$ cat src/rtl/serial_frame_tx.sv
// serial_frame_tx: framed serial transmitter with a valid/ready word input.
// Frame = start bit (0), WIDTH data bits LSB first, optional even parity bit,
// STOP_BITS stop bits (1). Every output is driven straight from a flop.
// Optional feature: define SERIAL_FRAME_TX_PARITY_EN to insert the parity bit.
`timescale 1ns/1ps
module serial_frame_tx #(
  parameter int unsigned WIDTH        = 8,
  parameter int unsigned CLKS_PER_BIT = 4,
  parameter int unsigned STOP_BITS    = 1
) (
  input  logic             clk,
  input  logic             rst_n,
  input  logic [WIDTH-1:0] in_data,
  input  logic             in_valid,
  output logic             in_ready,
  output logic             out,
  output logic             busy,
  output logic             done
);

  localparam int unsigned DivW = (CLKS_PER_BIT > 1) ? $clog2(CLKS_PER_BIT) : 1;
  localparam int unsigned BitW = $clog2(WIDTH + 1);

  localparam logic [DivW-1:0] DivLast  = DivW'(CLKS_PER_BIT - 1);
  localparam logic [BitW-1:0] DataLast = BitW'(WIDTH - 1);
  localparam logic [BitW-1:0] StopLast = BitW'(STOP_BITS - 1);

`ifdef SERIAL_FRAME_TX_PARITY_EN
  typedef enum logic [2:0] {StIdle, StStart, StData, StParity, StStop} state_e;
`else
  typedef enum logic [2:0] {StIdle, StStart, StData, StStop} state_e;
`endif

  state_e           state_q, state_d;
  logic [DivW-1:0]  div_q, div_d;
  logic [BitW-1:0]  bit_q, bit_d;
  logic [WIDTH-1:0] shreg_q, shreg_d;
  logic             out_q, out_d;
  logic             ready_q, ready_d;
  logic             busy_q, busy_d;
  logic             done_q, done_d;
  logic             wrap;
`ifdef SERIAL_FRAME_TX_PARITY_EN
  logic             par_q, par_d;
`endif

  assign wrap = (div_q == DivLast);

  // State register and registered outputs, synchronous active-low reset.
  always_ff @(posedge clk) begin
    if (!rst_n) begin
      state_q <= StIdle;
      div_q   <= '0;
      bit_q   <= '0;
      shreg_q <= '0;
      out_q   <= 1'b1;
      ready_q <= 1'b1;
      busy_q  <= 1'b0;
      done_q  <= 1'b0;
`ifdef SERIAL_FRAME_TX_PARITY_EN
      par_q   <= 1'b0;
`endif
    end else begin
      state_q <= state_d;
      div_q   <= div_d;
      bit_q   <= bit_d;
      shreg_q <= shreg_d;
      out_q   <= out_d;
      ready_q <= ready_d;
      busy_q  <= busy_d;
      done_q  <= done_d;
`ifdef SERIAL_FRAME_TX_PARITY_EN
      par_q   <= par_d;
`endif
    end
  end

  // Next-state logic: divider, bit counter, shift register and FSM transitions.
  always_comb begin
    state_d = state_q;
    div_d   = div_q;
    bit_d   = bit_q;
    shreg_d = shreg_q;
    done_d  = 1'b0;
`ifdef SERIAL_FRAME_TX_PARITY_EN
    par_d   = par_q;
`endif
    if (state_q != StIdle) begin
      div_d = wrap ? '0 : div_q + DivW'(1);
    end
    unique case (state_q)
      StIdle: begin
        // ready_q is high exactly in IDLE, so it doubles as the accept qualifier
        if (in_valid && ready_q) begin
          state_d = StStart;
          shreg_d = in_data;
          bit_d   = '0;
          div_d   = '0;
`ifdef SERIAL_FRAME_TX_PARITY_EN
          par_d   = ^in_data;
`endif
        end
      end
      StStart: begin
        if (wrap) begin
          state_d = StData;
          bit_d   = '0;
        end
      end
      StData: begin
        if (wrap) begin
          shreg_d = shreg_q >> 1;
          if (bit_q == DataLast) begin
            bit_d = '0;
`ifdef SERIAL_FRAME_TX_PARITY_EN
            state_d = StParity;
`else
            state_d = StStop;
`endif
          end else begin
            bit_d = bit_q + BitW'(1);
          end
        end
      end
`ifdef SERIAL_FRAME_TX_PARITY_EN
      StParity: begin
        if (wrap) begin
          state_d = StStop;
          bit_d   = '0;
        end
      end
`endif
      StStop: begin
        // bit_q counts stop bits here; STOP_BITS never exceeds 2
        if (wrap) begin
          if (bit_q == StopLast) begin
            state_d = StIdle;
            bit_d   = '0;
            done_d  = 1'b1;
          end else begin
            bit_d = bit_q + BitW'(1);
          end
        end
      end
      default: state_d = StIdle;
    endcase
  end

  // Output decode from the next state so the line changes on the same edge as the state.
  always_comb begin
    out_d = 1'b1;
    unique case (state_d)
      StStart:  out_d = 1'b0;
      StData:   out_d = shreg_d[0];
`ifdef SERIAL_FRAME_TX_PARITY_EN
      StParity: out_d = par_d;
`endif
      default:  out_d = 1'b1;
    endcase
    ready_d = (state_d == StIdle);
    busy_d  = (state_d != StIdle);
  end

  assign in_ready = ready_q;
  assign out      = out_q;
  assign busy     = busy_q;
  assign done     = done_q;

endmodule

$ cat config.mk
export PLATFORM = sky130hd
export DESIGN_NAME = serial_frame_tx
export DESIGN_NICKNAME = d
export VERILOG_FILES = /design/src/rtl/serial_frame_tx.sv
export SDC_FILE = /design/constraint.sdc
export NUM_CORES = 1
export LEC_CHECK = 0
export ABC_CLOCK_PERIOD_IN_PS = 1600
export CAP_MARGIN = 10
export CORE_ASPECT_RATIO = 1.2
export CORE_MARGIN = 5
export CORE_UTILIZATION = 47
export CTS_CLUSTER_SIZE = 20
export DETAILED_ROUTE_END_ITERATION = 6
export GPL_TIMING_DRIVEN = 1
export PLACE_DENSITY = 0.74
export SLEW_MARGIN = 30
export SYNTH_ARGS = -nofsm -noshare
export SYNTH_HDL_FRONTEND = slang
export SYNTH_SLANG_ARGS = --single-unit
$ cat constraint.sdc
create_clock -name clk -period 1.6 [get_ports clk]
set_input_delay 0.24 -clock clk [delete_from_list [all_inputs] [get_ports clk]]
set_output_delay 0.24 -clock clk [all_outputs]
set_load 0.03 [all_outputs]
==> flow_summary_export.csv, run 1 <==
group,metric,value,unit
run_status,outcome,"complete, no violations",
clock_network,h-tree-depth,1,
placement,gp_congestion,0.779,
power_and_ir_drop,p_per_area,674,nW/um^2
floorplanning,start_util,50.0,%
synth,synth_top_area_share,39.7,%
floorplanning,ios,15,
power_and_ir_drop,switching_share,25.8,%
critical_path,required,1.85,ns
timing,post-route-period-util,97.4,%
finish,nets,163,
power_and_ir_drop,power.switching,253,uW
critical_path,critical_path_class,"reg -> reg",
critical_path,critPathMaxFanout,5,
drt,drc,0,
clock_network,cts.clk_slew.worst_paths,0.11,ns
power_and_ir_drop,total_leakage_power,0.537,nW
timing,hold_slack,0.463,ns
timing,rsz0062_at_grt,"yes",
floorplanning,rows,18,
timing,clock_skew,0.000826,ns
synth,synthTopCellsByCount,"dfxtp_1, nand2_1, a21boi_1",
synth,yosys.area.top_type,"dfxtp_1",
placement,pre_cts_ws,-0.141,ns
grt,grt_pass1_wl,4170,um
critical_path,cp_data_arrival_time,1.81,ns
synth,synth_enable_flop_cells,0,
synth,ys_types,39,
timing,finalHoldViolCount,0,
timing,clock.fmax,641,MHz
drt,viasPerCell,5.38,
synth,synth-async-reset-ratio,0,%
grt,grt_usage,17.4,%
synth,synth-seq-cells,21,
power_and_ir_drop,ir_drop,0.509,mV
power_and_ir_drop,p_seq_share,57.2,%
grt,grt_pass1_vias,977,
drt,wirelength,2610,um
finish,post-route-util,68.9,%
synth,yosysMostFrequentCell,"dfxtp_1",
synth,synthTopCellsByArea,"dfxtp_1, a21boi_1, a22oi_1",
timing,timing.final.ws_setup,0.0409,ns
timing,final_max_slew_viol_count,0,
power_and_ir_drop,pwr-share-clk,26.6,%
finish,diodes,0,
placement,dp_hpwl,1760,um
finish,drive_gt1_share,28.4,%
synth,ys_warn_count,0,
timing,setup_viol,0,
synth,synth_seq_area_share,39.7,%
floorplanning,dieArea,3310,um^2
drt,drt_iter0_markers,20,
timing,post-route-min-period,1.56,ns
clock_network,clkLatencyLatePin,0.31,ns
grt,grt_max_degree,12,
grt,grt.overflow.total,0,
job,drv_cap,0,
grt,antenna_found_initial,0,
synth,avgSynthCellArea,9.05,um^2
placement,portBuffers,14,
drt,antenna_left,0,
clock_network,numCtsBuffers,3,
synth,synth_ff_type,"dfxtp_1",
drt,avgRoutedWirePerCell,14.6,um
power_and_ir_drop,internal-power,729,uW
clock_network,root_buffer,"clkbuf_4",
clock_network,ctsHoldBuffers,0,
clock_network,cts_tree,"built",
hold_path,hp-class,"reg -> reg",
power_and_ir_drop,comb_power_share,16.2,%
finish,area_growth,37.7,%
synth,synth_area,1060,um^2
drt,firstDrtPassIters,4,
synth,syn_nets,131,
drt,dr_total_vias,958,
critical_path,endpoint_kind,"flip-flop",
floorplanning,die_h,62.0,um
floorplanning,coreArea,2120,um^2
clock_network,cts.sinks,21,
clock_network,cts_buffer_depth,2,
power_and_ir_drop,totalPowerFinal,982,uW
floorplanning,dieWidth,53.3,um
synth,syn-instance-count,117,
critical_path,start_kind,"flip-flop",
-- cell families (layout without fill, tap and decap cells) --
group	Yosys count	after routing	share of synthesized area, %
AOI/OAI and AO/OA	36	36	25.9
adders and majority gates	3	3	3.55
buffers and inverters	13	44	6.26
DFF	21	21	39.7
other	1	1	0.354
and+or+nand+nor	43	43	24.2
-- state kept, by name, summed over array words and instances, names as in the netlist --
| register | cells |
|---|---|
| state_q | 3 |
| busy | 1 |
| out | 1 |
| shreg_q | 8 |
| in_ready | 1 |
| div_q | 2 |
| bit_q | 4 |
| done | 1 |
-- layout by cell type (no fill, tap or decap), drive strengths merged, types with 2 or more instances in the layout --
cell           synthesis  layout
nor2b                  3       3
buf                    5      20
o21ai                  5       5
a22oi                  6       6
a21boi                10      10
nand3b                 4       4
nand3                  2       2
clkbuf                 2       4
nor3                   3       3
nor4bb                 2       2
nand2b                 4       4
a21oi                  3       3
nand2                 11      11
ha                     3       3
clkdlybuf4s50          0      12
nand4bb                2       2
inv                    6       6
nor2                   4       4
and2                   5       5
dfxtp                 21      21
a21o                   3       3
-- critical path, stage by stage (launching register included) --
cell and delay [ns]:
dfxtp_4 0.38, buf_6 0.12, nand4bb_1 0.17, a21o_1 0.19, or4_4 0.50, a21boi_2 0.15
-- timing repair --
| item | CTS | global route |
|---|---|---|
| resized for setup | 10 | 14 |
| pin swaps | 2 | 5 |
| buffers inserted | 0 | 5 |
| hold endpoints to repair | 0 | 0 |
| endpoints found under the setup margin | 7 | 7 |
-- final cells by class --
type,instances,area [um^2]
clock buffers,4,26.3
fillers,181,659
inverters,6,22.5
multi-input cells,83,646
flip-flops and latches,21,430
well taps,30,37.5
repair buffers,34,295
-- metal layers --
layer / wire, um / share of wire [%] / track usage [%] / vias to the layer above
met2: 1440 / 55 / 33.6 / 14
met4: 50 / 1.9 / 8.76 / 0
met5: 0 / 0 / 0 / -
met3: 99 / 3.8 / 2.15 / 5
li1: - / - / - / 476
met1: 1010 / 39 / 18.1 / 463
-- power groups by stage --
stage | Sequential, mW | Combinational, mW | Clock [mW]
final | 0.562 | 0.159 | 0.261
after global routing | 0.565 | 0.175 | 0.292
after CTS | 0.559 | 0.150 | 0.272
after floorplan | 0.574 | 0.0717 | 0
after detailed placement | 0.571 | 0.147 | 0
after global placement | 0.570 | 0.142 | 0
-- metrics by stage --
step	setup TNS, ns	area (um^2)	cells
finish	0	1460	178
global route	-0.140	1460	178
CTS	-0.00489	1370	173
detailed placement	-0.486	1310	169
global placement	-0.321	1310	169
floorplan	0	1060	117
-- final timing paths --
path	startpoint	end	slack, ns	cells after the start
max	state_q[1]$_SDFF_PN0_	bit_q[2]$_SDFFE_PN0P_	0.04	5
min	shreg_q[3]$_SDFFE_PN0P_	shreg_q[3]$_SDFFE_PN0P_	0.46	2
max reg2reg	state_q[1]$_SDFF_PN0_	bit_q[2]$_SDFFE_PN0P_	0.04	5
min reg2reg	shreg_q[3]$_SDFFE_PN0P_	shreg_q[3]$_SDFFE_PN0P_	0.46	2
Power figures use the tool's default switching activity.
==> run 2, diff against run 1 <==
ABC_CLOCK_PERIOD_IN_PS = 1780   (was 1600)
CORE_UTILIZATION = 52   (was 47)
CTS_CLUSTER_SIZE = 8   (was 20)
PLACE_DENSITY = 0.78   (was 0.74)
SLEW_MARGIN = not set   (was 30)
clock period = 1.78 ns   (was 1.6 ns; I/O delays follow)
==> run 2 against run 1 <==
  * Combinational power down 26%
  * Register-to-register slack better by 0.07 ns
  * Cell area down 12%
  * Total power down 13%
  * Flip-flop and latch count unchanged
  * Core utilization down 4.6 points
  * Global-route usage down 1.4 points
  * Clock power down 10%
  * Cell count down 12%
  * Die area down 8.0%
==> flow_summary_export.csv, run 2 (synthesis results as in run 1) <==
group,metric,value,unit
hold_path,min_to,"shreg_q[5]$_SDFFE_PN0P_",
drt,drt_iter0_markers,16,
floorplanning,rows,18,
clock_network,ctsHoldBuffers,0,
drt,dr_total_vias,873,
clock_network,cts.clk_slew.worst_paths,0.12,ns
timing,finalSetupTns,0,ns
critical_path,slowest_delay,0.35,ns
finish,fin_area,1290,um^2
critical_path,endpoint_kind,"flip-flop",
critical_path,r2r-end,"out$_SDFF_PN1_",
floorplanning,coreArea,2000,um^2
critical_path,reg2reg_from,"div_q[0]$_SDFF_PN0_",
run_status,outcome,"complete, no violations",
power_and_ir_drop,ir_drop,0.615,mV
grt,grt_max_degree,13,
finish,drive_gt1_share,14.0,%
finish,area_growth,21.6,%
hold_path,hp-class,"reg -> reg",
clock_network,cts_tree,"built",
floorplanning,ios,15,
timing,post-route-min-period,1.67,ns
timing,clock_skew,0.00119,ns
power_and_ir_drop,totalPowerFinal,856,uW
hold_path,whs_path_depth,2,
finish,largest_reg_flops,8,
drt,met1_length,912,um
drt,drc,0,
critical_path,cp_num_buf_inv,2,
timing,clock.fmax,599,MHz
drt,wirelength,2190,um
critical_path,cp_cell_sequence,"ha_2 -> nor4bb_2 -> buf_4 -> buf_4 -> a32o_1 -> a2111oi_2 -> o21bai_1",
placement,dp_hpwl,1600,um
floorplanning,dieArea,3040,um^2
placement,pre_cts_ws,0.0240,ns
timing,post-route-period-util,93.8,%
critical_path,regToRegSetupSlack,0.11,ns
drt,firstDrtPassIters,4,
clock_network,root_buffer,"clkbuf_4",
finish,nFillCells,178,
finish,final_cell_mix,"dfxtp_1, clkdlybuf4s50_1, nand2_1",
clock_network,numCtsBuffers,3,
grt,grt_pass1_vias,851,
critical_path,r2r_cells,7,
drt,wl_met3,96,um
critical_path,critical_path_class,"reg -> reg",
timing,setup_viol,0,
clock_network,clkLatencyLatePin,0.30,ns
finish,regMostFlops,"shreg_q",
grt,grt_pass1_wl,3620,um
drt,avgRoutedWirePerCell,14.0,um
hold_path,holdCritStartpoint,"shreg_q[5]$_SDFFE_PN0P_",
finish,nets,151,
finish,final_common_cell,"dfxtp_1",
critical_path,cp_slowest_cell,"dfxtp_1",
placement,portBuffers,14,
critical_path,crit_family,"compound AO/OA/AOI/OAI gates",
finish,reg_top3,"shreg_q x8, bit_q x4, state_q x3",
critical_path,critPathMaxFanout,5,
critical_path,crit_path_frequent_cell,"buf_4",
drt,viasPerCell,5.60,
clock_network,h-tree-depth,1,
clock_network,cts_buffer_depth,2,
critical_path,critical_path.startpoint,"div_q[0]$_SDFF_PN0_",
timing,timing.final.ws_setup,0.110,ns
clock_network,cts.sinks,21,
floorplanning,dieWidth,51.2,um
timing,final_max_slew_viol_count,0,
drt,routed.top_layer,"met4",
critical_path,start_kind,"flip-flop",
finish,diodes,0,
floorplanning,die_h,59.4,um
job,drv_cap,0,
drt,antenna_left,0,
placement,gp_congestion,0.854,
grt,grt_usage,15.9,%
critical_path,required,1.99,ns
grt,antenna_found_initial,0,
power_and_ir_drop,p_per_area,665,nW/um^2
floorplanning,start_util,52.8,%
grt,grt.overflow.total,0,
power_and_ir_drop,total_leakage_power,0.456,nW
drt,wl_met2,1140,um
timing,finalHoldViolCount,0,
placement,dpl-instance-area,1220,um^2
critical_path,cp_data_arrival_time,1.88,ns
## run 2: cell type report
cell class | count | area [um^2] | area share, %
Multi-Input combinational cell | 83 | 592 | 46.0
Sequential cell | 21 | 420 | 32.7
Timing Repair Buffer | 22 | 200 | 15.5
Tap cell | 20 | 25.0 | 1.94
Clock buffer | 3 | 22.5 | 1.75
Inverter | 6 | 22.5 | 1.75
Clock inverter | 1 | 5.00 | 0.389
## run 2: worst max path at each step
| stage | endpoint | slack (ns) | cells after the start |
|---|---|---|---|
| after global routing | shreg_q[0]$_SDFF_PN0_ | -0.0008 | 7 |
| after global placement | bit_q[2]$_SDFFE_PN0P_ | 0.04 | 5 |
| after CTS | in_ready$_SDFF_PN1_ | 0.02 | 6 |
| after detailed placement | bit_q[2]$_SDFFE_PN0P_ | 0.02 | 5 |
| final | out$_SDFF_PN1_ | 0.11 | 7 |
| after floorplan | out$_SDFF_PN1_ | 0.15 | 7 |
## run 2: per-stage QoR
step                hold WS [ns]  utilization, %  instances
floorplan                  0.386               -        117
global placement           0.444            61.1        150
detailed placement         0.452            61.1        150
CTS                        0.469            62.5        154
global route               0.497            64.2        156
finish                     0.464            64.2        156
## run 2: metal layers
| layer | vias up | GRT usage [%] |
|---|---|---|
| li1 | 451 | - |
| met1 | 404 | 16.2 |
| met2 | 14 | 29.1 |
| met3 | 4 | 3.27 |
| met4 | 0 | 10.4 |
| met5 | - | 0 |
## run 2: timing repair
action	in CTS	in global routing
hold endpoints to repair	0	0
gates resized for setup	0	4
buffers inserted	0	2
setup endpoints to repair	0	4
## run 2: power breakdown
part / total (mW) / internal (mW) / switching [mW]
logic: 0.118 / 0.0640 / 0.0536
registers: 0.504 / 0.489 / 0.0153
clock network: 0.234 / 0.0838 / 0.151
total: 0.856 / 0.637 / 0.220
## run 2: worst min-delay path: stages, from the launching register on
cell      delay, ns
dfxtp_1        0.33
nand2_1        0.05
a21boi_1       0.05
